$ cat src/rtl/ctrl_pipeline_pkg.sv
// Shared opcode encodings, control-field layout and the decoded-control bundle
// used by the MIPS pipelined control block and its decoder.
package ctrl_pipeline_pkg;

    localparam int OPC_W = 6;

    localparam logic [OPC_W-1:0] OP_RTYPE = 6'd0;
    localparam logic [OPC_W-1:0] OP_J     = 6'd2;
    localparam logic [OPC_W-1:0] OP_BEQ   = 6'd4;
    localparam logic [OPC_W-1:0] OP_BNE   = 6'd5;
    localparam logic [OPC_W-1:0] OP_ADDI  = 6'd8;
    localparam logic [OPC_W-1:0] OP_SLTI  = 6'd10;
    localparam logic [OPC_W-1:0] OP_ANDI  = 6'd12;
    localparam logic [OPC_W-1:0] OP_ORI   = 6'd13;
    localparam logic [OPC_W-1:0] OP_XORI  = 6'd14;
    localparam logic [OPC_W-1:0] OP_LUI   = 6'd15;
    localparam logic [OPC_W-1:0] OP_LB    = 6'd32;
    localparam logic [OPC_W-1:0] OP_LW    = 6'd35;
    localparam logic [OPC_W-1:0] OP_SB    = 6'd40;
    localparam logic [OPC_W-1:0] OP_SW    = 6'd43;

    localparam int EX_W  = 4;
    localparam int MEM_W = 4;
    localparam int WB_W  = 2;

    // MEM field bit positions: {Branch, BranchNE, MemRead, MemWrite}
    localparam int MEM_BRANCH   = 3;
    localparam int MEM_BRANCHNE = 2;
    localparam int MEM_MEMREAD  = 1;
    localparam int MEM_MEMWRITE = 0;

    typedef struct packed {
        logic [EX_W-1:0]  ex;
        logic [MEM_W-1:0] mem;
        logic [WB_W-1:0]  wb;
        logic             byteAcc;
    } ctrlFields_t;

endpackage

$ cat src/rtl/ctrl_decoder.sv
// Combinational opcode decode into EX/MEM/WB control fields plus jump/illegal flags;
// zero latency, invalid slots decode to all-zero controls.
module ctrl_decoder
    import ctrl_pipeline_pkg::*;
#(
    parameter int OP_W = 6
) (
    input  logic            valid,
    input  logic [OP_W-1:0] opcode,
    output ctrlFields_t     fields,
    output logic            jump,
    output logic            illegal
);

    always_comb begin
        fields  = '0;
        jump    = 1'b0;
        illegal = 1'b0;
        if (valid) begin
            case (opcode)
                OP_W'(OP_RTYPE): begin
                    fields.ex = 4'b1100;
                    fields.wb = 2'b10;
                end
                OP_W'(OP_LW), OP_W'(OP_LB): begin
                    fields.ex      = 4'b0001;
                    fields.mem     = 4'b0010;
                    fields.wb      = 2'b11;
                    fields.byteAcc = (opcode == OP_W'(OP_LB));
                end
                OP_W'(OP_SW), OP_W'(OP_SB): begin
                    fields.ex      = 4'b0001;
                    fields.mem     = 4'b0001;
                    fields.byteAcc = (opcode == OP_W'(OP_SB));
                end
                OP_W'(OP_BEQ): begin
                    fields.ex  = 4'b0010;
                    fields.mem = 4'b1000;
                end
                OP_W'(OP_BNE): begin
                    fields.ex  = 4'b0010;
                    fields.mem = 4'b0100;
                end
                OP_W'(OP_ADDI), OP_W'(OP_SLTI), OP_W'(OP_ANDI),
                OP_W'(OP_ORI), OP_W'(OP_XORI), OP_W'(OP_LUI): begin
                    fields.ex = 4'b0111;
                    fields.wb = 2'b10;
                end
                OP_W'(OP_J): jump = 1'b1;
                default:     illegal = 1'b1;
            endcase
        end
    end

endmodule

$ cat src/rtl/ctrl_pipeline.sv
// Pipelined MIPS control: ID/EX, EX/MEM, MEM/WB control registers (1/2/3 clk after decode),
// load-use bubble with PC/IF-ID hold; i_stall freezes everything, i_flush bubbles ID/EX.
module ctrl_pipeline
    import ctrl_pipeline_pkg::*;
#(
    parameter int OP_W  = 6,
    parameter int REG_W = 5,
    parameter int CNT_W = 16
) (
    input  logic              clk,
    input  logic              rst,
    input  logic              i_valid,
    input  logic [OP_W-1:0]   i_opcode,
    input  logic [REG_W-1:0]  i_rs,
    input  logic [REG_W-1:0]  i_rt,
    input  logic              i_flush,
    input  logic              i_stall,
    output logic [EX_W-1:0]   o_ex_ctrl,
    output logic [MEM_W-1:0]  o_mem_ctrl,
    output logic [WB_W-1:0]   o_wb_ctrl,
    output logic              o_byte,
    output logic              o_jump,
    output logic              o_pc_write,
    output logic              o_ifid_write,
    output logic              o_illegal,
    output logic [CNT_W-1:0]  o_stall_cnt
);

    ctrlFields_t      decFields;
    logic             decJump;
    logic             decIllegal;

    ctrlFields_t      idexQ;
    logic [REG_W-1:0] idexRt;
    logic             illegalQ;
    logic [MEM_W-1:0] exmemMem;
    logic [WB_W-1:0]  exmemWb;
    logic             exmemByte;
    logic [WB_W-1:0]  memwbWb;
    logic [CNT_W-1:0] stallCnt;

    logic             loadUse;
    logic             luStall;
    logic             bubble;

    ctrl_decoder #(
        .OP_W (OP_W)
    ) u_decoder (
        .valid   (i_valid),
        .opcode  (i_opcode),
        .fields  (decFields),
        .jump    (decJump),
        .illegal (decIllegal)
    );

    assign loadUse = idexQ.mem[MEM_MEMREAD] && (idexRt != '0)
                     && ((idexRt == i_rs) || (idexRt == i_rt)) && i_valid;
    // A flush outranks the hazard: the dependent instruction is being killed anyway.
    assign luStall = loadUse && !i_flush && !i_stall;
    assign bubble  = i_flush || loadUse;

    always_ff @(posedge clk or posedge rst) begin
        if (rst) begin
            idexQ     <= '0;
            idexRt    <= '0;
            illegalQ  <= 1'b0;
            exmemMem  <= '0;
            exmemWb   <= '0;
            exmemByte <= 1'b0;
            memwbWb   <= '0;
            stallCnt  <= '0;
        end else if (!i_stall) begin
            exmemMem  <= idexQ.mem;
            exmemWb   <= idexQ.wb;
            exmemByte <= idexQ.byteAcc;
            memwbWb   <= exmemWb;
            if (bubble) begin
                idexQ    <= '0;
                illegalQ <= 1'b0;
            end else begin
                idexQ    <= decFields;
                idexRt   <= i_rt;
                illegalQ <= decIllegal;
            end
            if (luStall && (stallCnt != '1)) begin
                stallCnt <= stallCnt + CNT_W'(1);
            end
        end
    end

    assign o_ex_ctrl    = idexQ.ex;
    assign o_mem_ctrl   = exmemMem;
    assign o_wb_ctrl    = memwbWb;
    assign o_byte       = exmemByte;
    assign o_illegal    = illegalQ;
    assign o_stall_cnt  = stallCnt;
    assign o_jump       = decJump && !i_stall && !i_flush && !loadUse;
    assign o_pc_write   = !i_stall && !luStall;
    assign o_ifid_write = !i_stall && !luStall;

endmodule

$ cat config.mk
export PLATFORM = sky130hd
export DESIGN_NAME = ctrl_pipeline
export DESIGN_NICKNAME = d
export VERILOG_FILES = /design/src/rtl/ctrl_pipeline_pkg.sv /design/src/rtl/ctrl_decoder.sv /design/src/rtl/ctrl_pipeline.sv
export SDC_FILE = /design/constraint.sdc
export NUM_CORES = 1
export LEC_CHECK = 0
export CORE_UTILIZATION = 44
export DETAILED_ROUTE_END_ITERATION = 7
export GPL_ROUTABILITY_DRIVEN = 0
export PLACE_DENSITY = 0.75
export SYNTH_ARGS = -nofsm -noshare
export SYNTH_HDL_FRONTEND = slang
export SYNTH_SLANG_ARGS = --single-unit
$ cat constraint.sdc
create_clock -name clk -period 1.9 [get_ports clk]
set_input_delay 0.475 -clock clk [delete_from_list [all_inputs] [get_ports clk]]
set_output_delay 0.475 -clock clk [all_outputs]
set_load 0.02 [all_outputs]
==> insert_results.sql <==
INSERT INTO impl_metrics (metric_group, metric, value, unit) VALUES
('timing', 'post-route-min-period', '2.35', 'ns'),
('power_and_ir_drop', 'power_frac_comb', '17.6', '%'),
('clock_network', 'numCtsBuffers', '5', ''),
('timing', 'slew_at_the_pin_closest_to_its_max_slew_limit', '0.411', 'ns'),
('synth', 'seq_area_frac_synth', '49.7', '%'),
('drt', 'met3_wirelength', '183', 'um'),
('critical_path', 'critical_path.max_stage_delay', '0.38', 'ns'),
('critical_path', 'worst-path-max-fanout', '3', ''),
('clock_network', 'htreeDepth', '2', ''),
('placement', 'hpwl', '3450', 'um'),
('drt', 'drt_pre_antenna_iters', '6', ''),
('die', 'fp.dieW', '71.3', 'um'),
('grt', 'antenna_found_initial', '0', ''),
('clock_network', 'clk_root_buffer_cell', 'clkbuf_8', ''),
('power_and_ir_drop', 'static-leakage-power', '1.61', 'nW'),
('grt', 'vias_in_the_first_global_route', '1762', ''),
('grt', 'tot_gr_track_use', '20.7', '%'),
('power_and_ir_drop', 'finalPower', '1.98', 'mW'),
('critical_path', 'cp-startpoint', 'idexRt[0]', ''),
('clock_network', 'ctsLongestPathBuffers', '2', ''),
('timing', 'worst_hold_slack', '0.490', 'ns'),
('grt', 'largest_net_degree_at_the_start_of_global_routing', '43', ''),
('die', 'die_height', '71.3', 'um'),
('critical_path', 'cp.arrival', '1.87', 'ns'),
('die', 'placement_rows', '24', ''),
('synth', 'yosys.area.top_type', 'dfrtp_1', ''),
('timing', 'report.final.hold_viol_count', '0', ''),
('timing', 'timing.slew.headroom', '72.5', '%'),
('drt', 'first_iter_violations', '74', ''),
('power_and_ir_drop', 'max_ir_drop_vdd', '0.000509', 'V'),
('synth', 'netlist_instances', '203', ''),
('critical_path', 'rr_startpoint', 'idexRt[0]', ''),
('timing', 'fin_skew', '0.00675', 'ns'),
('timing', 'timing.final.crit_share', '123', '%'),
('cells_and_area', 'layout_fillers', '297', ''),
('run_status', 'violations', 'design-rule violations, negative setup slack', ''),
('cells_and_area', 'finalNetCount', '310', ''),
('placement', 'place.port_buffers', '51', ''),
('grt', 'global_route_wire_length_before_repair', '8050', 'um'),
('clock_network', 'insertion_delay', '0.30', 'ns'),
('cells_and_area', 'mostFrequentLayoutCell', 'dfrtp_1', ''),
('critical_path', 'crit_path_cell_trace', 'or3_1 -> o311a_1 -> nand2_2 -> nand2_4 -> nor3_4 -> buf_6', ''),
('synth', 'synth_largest_type_area_fraction', '49.7', '%'),
('critical_path', 'crit_path_start_kind', 'register', ''),
('drt', 'wirelength', '5160', 'um'),
('run_status', 'status', 'complete, but fails checks', ''),
('cells_and_area', 'share_of_final_layout_standard_cells_stronger_than_drive_strength_1', '37.7', '%'),
('timing', 'worst_setup_margin', '-0.446', 'ns'),
('critical_path', 'crit_path_top_delay_cell', 'dfrtp_1', ''),
('timing', 'timing_max_transition_violations_final', '0', ''),
('drt', 'routed_wire_length_per_instance', '15.1', 'um'),
('die', 'floorplan.initialDensity', '47.3', '%'),
('synth', 'yosys_reg_bits', '42', ''),
('timing', 'finalSetupViolations', '20', ''),
('cells_and_area', 'most-common-layout-cells', 'dfrtp_1 (40), clkdlybuf4s50_1 (34), buf_4 (30)', ''),
('drt', 'metal_1_wl', '2290', 'um'),
('cells_and_area', 'diodes', '0', ''),
('drt', 'met2WireLength', '2610', 'um'),
('timing', 'unrepaired_setup_endpoints_after_global_routing', 'true', ''),
('synth', 'synth.yosys.warnings', '0', ''),
('die', 'core_region_area', '4470', 'um^2'),
('drt', 'final_routed_drc_violation_total', '4', ''),
('power_and_ir_drop', 'p_int', '1.49', 'mW'),
('clock_network', 'numClockSinks', '42', ''),
('power_and_ir_drop', 'p_seq_share', '47.3', '%'),
('synth', 'postSynthNetCount', '225', ''),
('cells_and_area', 'syn_to_final_growth', '58.6', '%'),
('placement', 'dpl_worst_slack', '-0.861', 'ns'),
('grt', 'grt.overflow.total', '0', ''),
('clock_network', 'cts_hold_buffers', '0', ''),
('run', 'cap_violations', '0', '');
## synth_stat cells, types with 2 or more instances
cell type,number
dfrtp_1,42
nand2_1,22
nor2_1,15
nand3_1,14
xnor2_1,14
mux2_2,13
xor2_1,11
o21ai_0,8
buf_4,5
clkbuf_1,5
nand2b_1,5
nor3_1,5
a21oi_1,4
inv_1,4
nor4_1,4
nand4_1,3
o31ai_1,3
mux2_1,2
nand2_2,2
nand3b_1,2
or2_2,2
## state kept, by name (all words and copies together) (netlist names), 2 cells and up
register / flops
o_ex_ctrl: 4
idexQ: 7
o_mem_ctrl: 4
o_stall_cnt: 16
idexRt: 5
o_wb_ctrl: 2
exmemWb: 2
## critical path: cells and delay by family, from the launching register on
| family | cells | cell delay (ns) |
|---|---|---|
| AND/OR/NAND/NOR | 4 | 0.72 |
| flip-flops | 1 | 0.38 |
| AO/OA/AOI/OAI | 1 | 0.34 |
| buffers and inverters | 1 | 0.14 |
## per-layer routing
metal | global-route usage (%) | vias to the layer above
met4 | 7.56 | 0
met3 | 4.64 | 4
li1 | - | 878
met2 | 34.1 | 45
met5 | 0 | -
met1 | 26.9 | 880
## cells by family after synthesis
kind of cell / after synthesis / share of synthesized area (%)
compound gates: 23 / 7.87
xor+xnor: 25 / 10.4
fa+ha+maj: 1 / 0.592
buf+inv: 15 / 3.91
flops: 42 / 49.7
mux: 15 / 7.99
simple gates: 82 / 19.6
## timing repair
item,4_1_cts,5_1_grt
setup endpoints to repair,22,29
gates cloned,1,0
setup buffers,7,5
endpoints found under the hold margin,0,0
pin swaps,11,17
gates resized for setup,52,36
## cell type report
| cell class | instances | area [um^2] | area share, % |
|---|---|---|---|
| clock buffer | 5 | 68.8 | 2.05 |
| clock inverter | 3 | 40.0 | 1.19 |
| inverter | 4 | 15.0 | 0.448 |
| tap | 52 | 65.1 | 1.94 |
| sequential | 42 | 1050 | 31.4 |
| timing repair buffer | 88 | 828 | 24.7 |
| multi-input combinational | 147 | 1280 | 38.2 |
## through the flow
step                      cell area, um^2  std cells
after floorplan                      2140        203
after global placement               2900        327
after detailed placement             2900        327
after CTS                            3160        338
after global routing                 3350        341
final                                3350        341
## path summary, 6_finish.rpt
path                       slack (ns)              to  depth (start not counted)
hold / removal                   0.49        idexQ[0]                          2
setup / recovery                -0.45          o_jump                          6
hold reg to reg                  0.49        idexQ[0]                          2
min in group asynchronous        0.54  o_stall_cnt[4]                          3
setup reg to reg                -0.15  o_stall_cnt[3]                          9
max in group asynchronous        1.15  o_stall_cnt[2]                          3
## power groups by stage
stage,clock [mW],combinational (mW),sequential [mW]
global placement,0,0.290,0.950
detailed placement,0,0.295,0.951
global route,0.746,0.377,0.938
floorplan,0,0.144,0.958
CTS,0.703,0.310,0.933
finish,0.694,0.349,0.935
(Power assumes the default switching activity.)
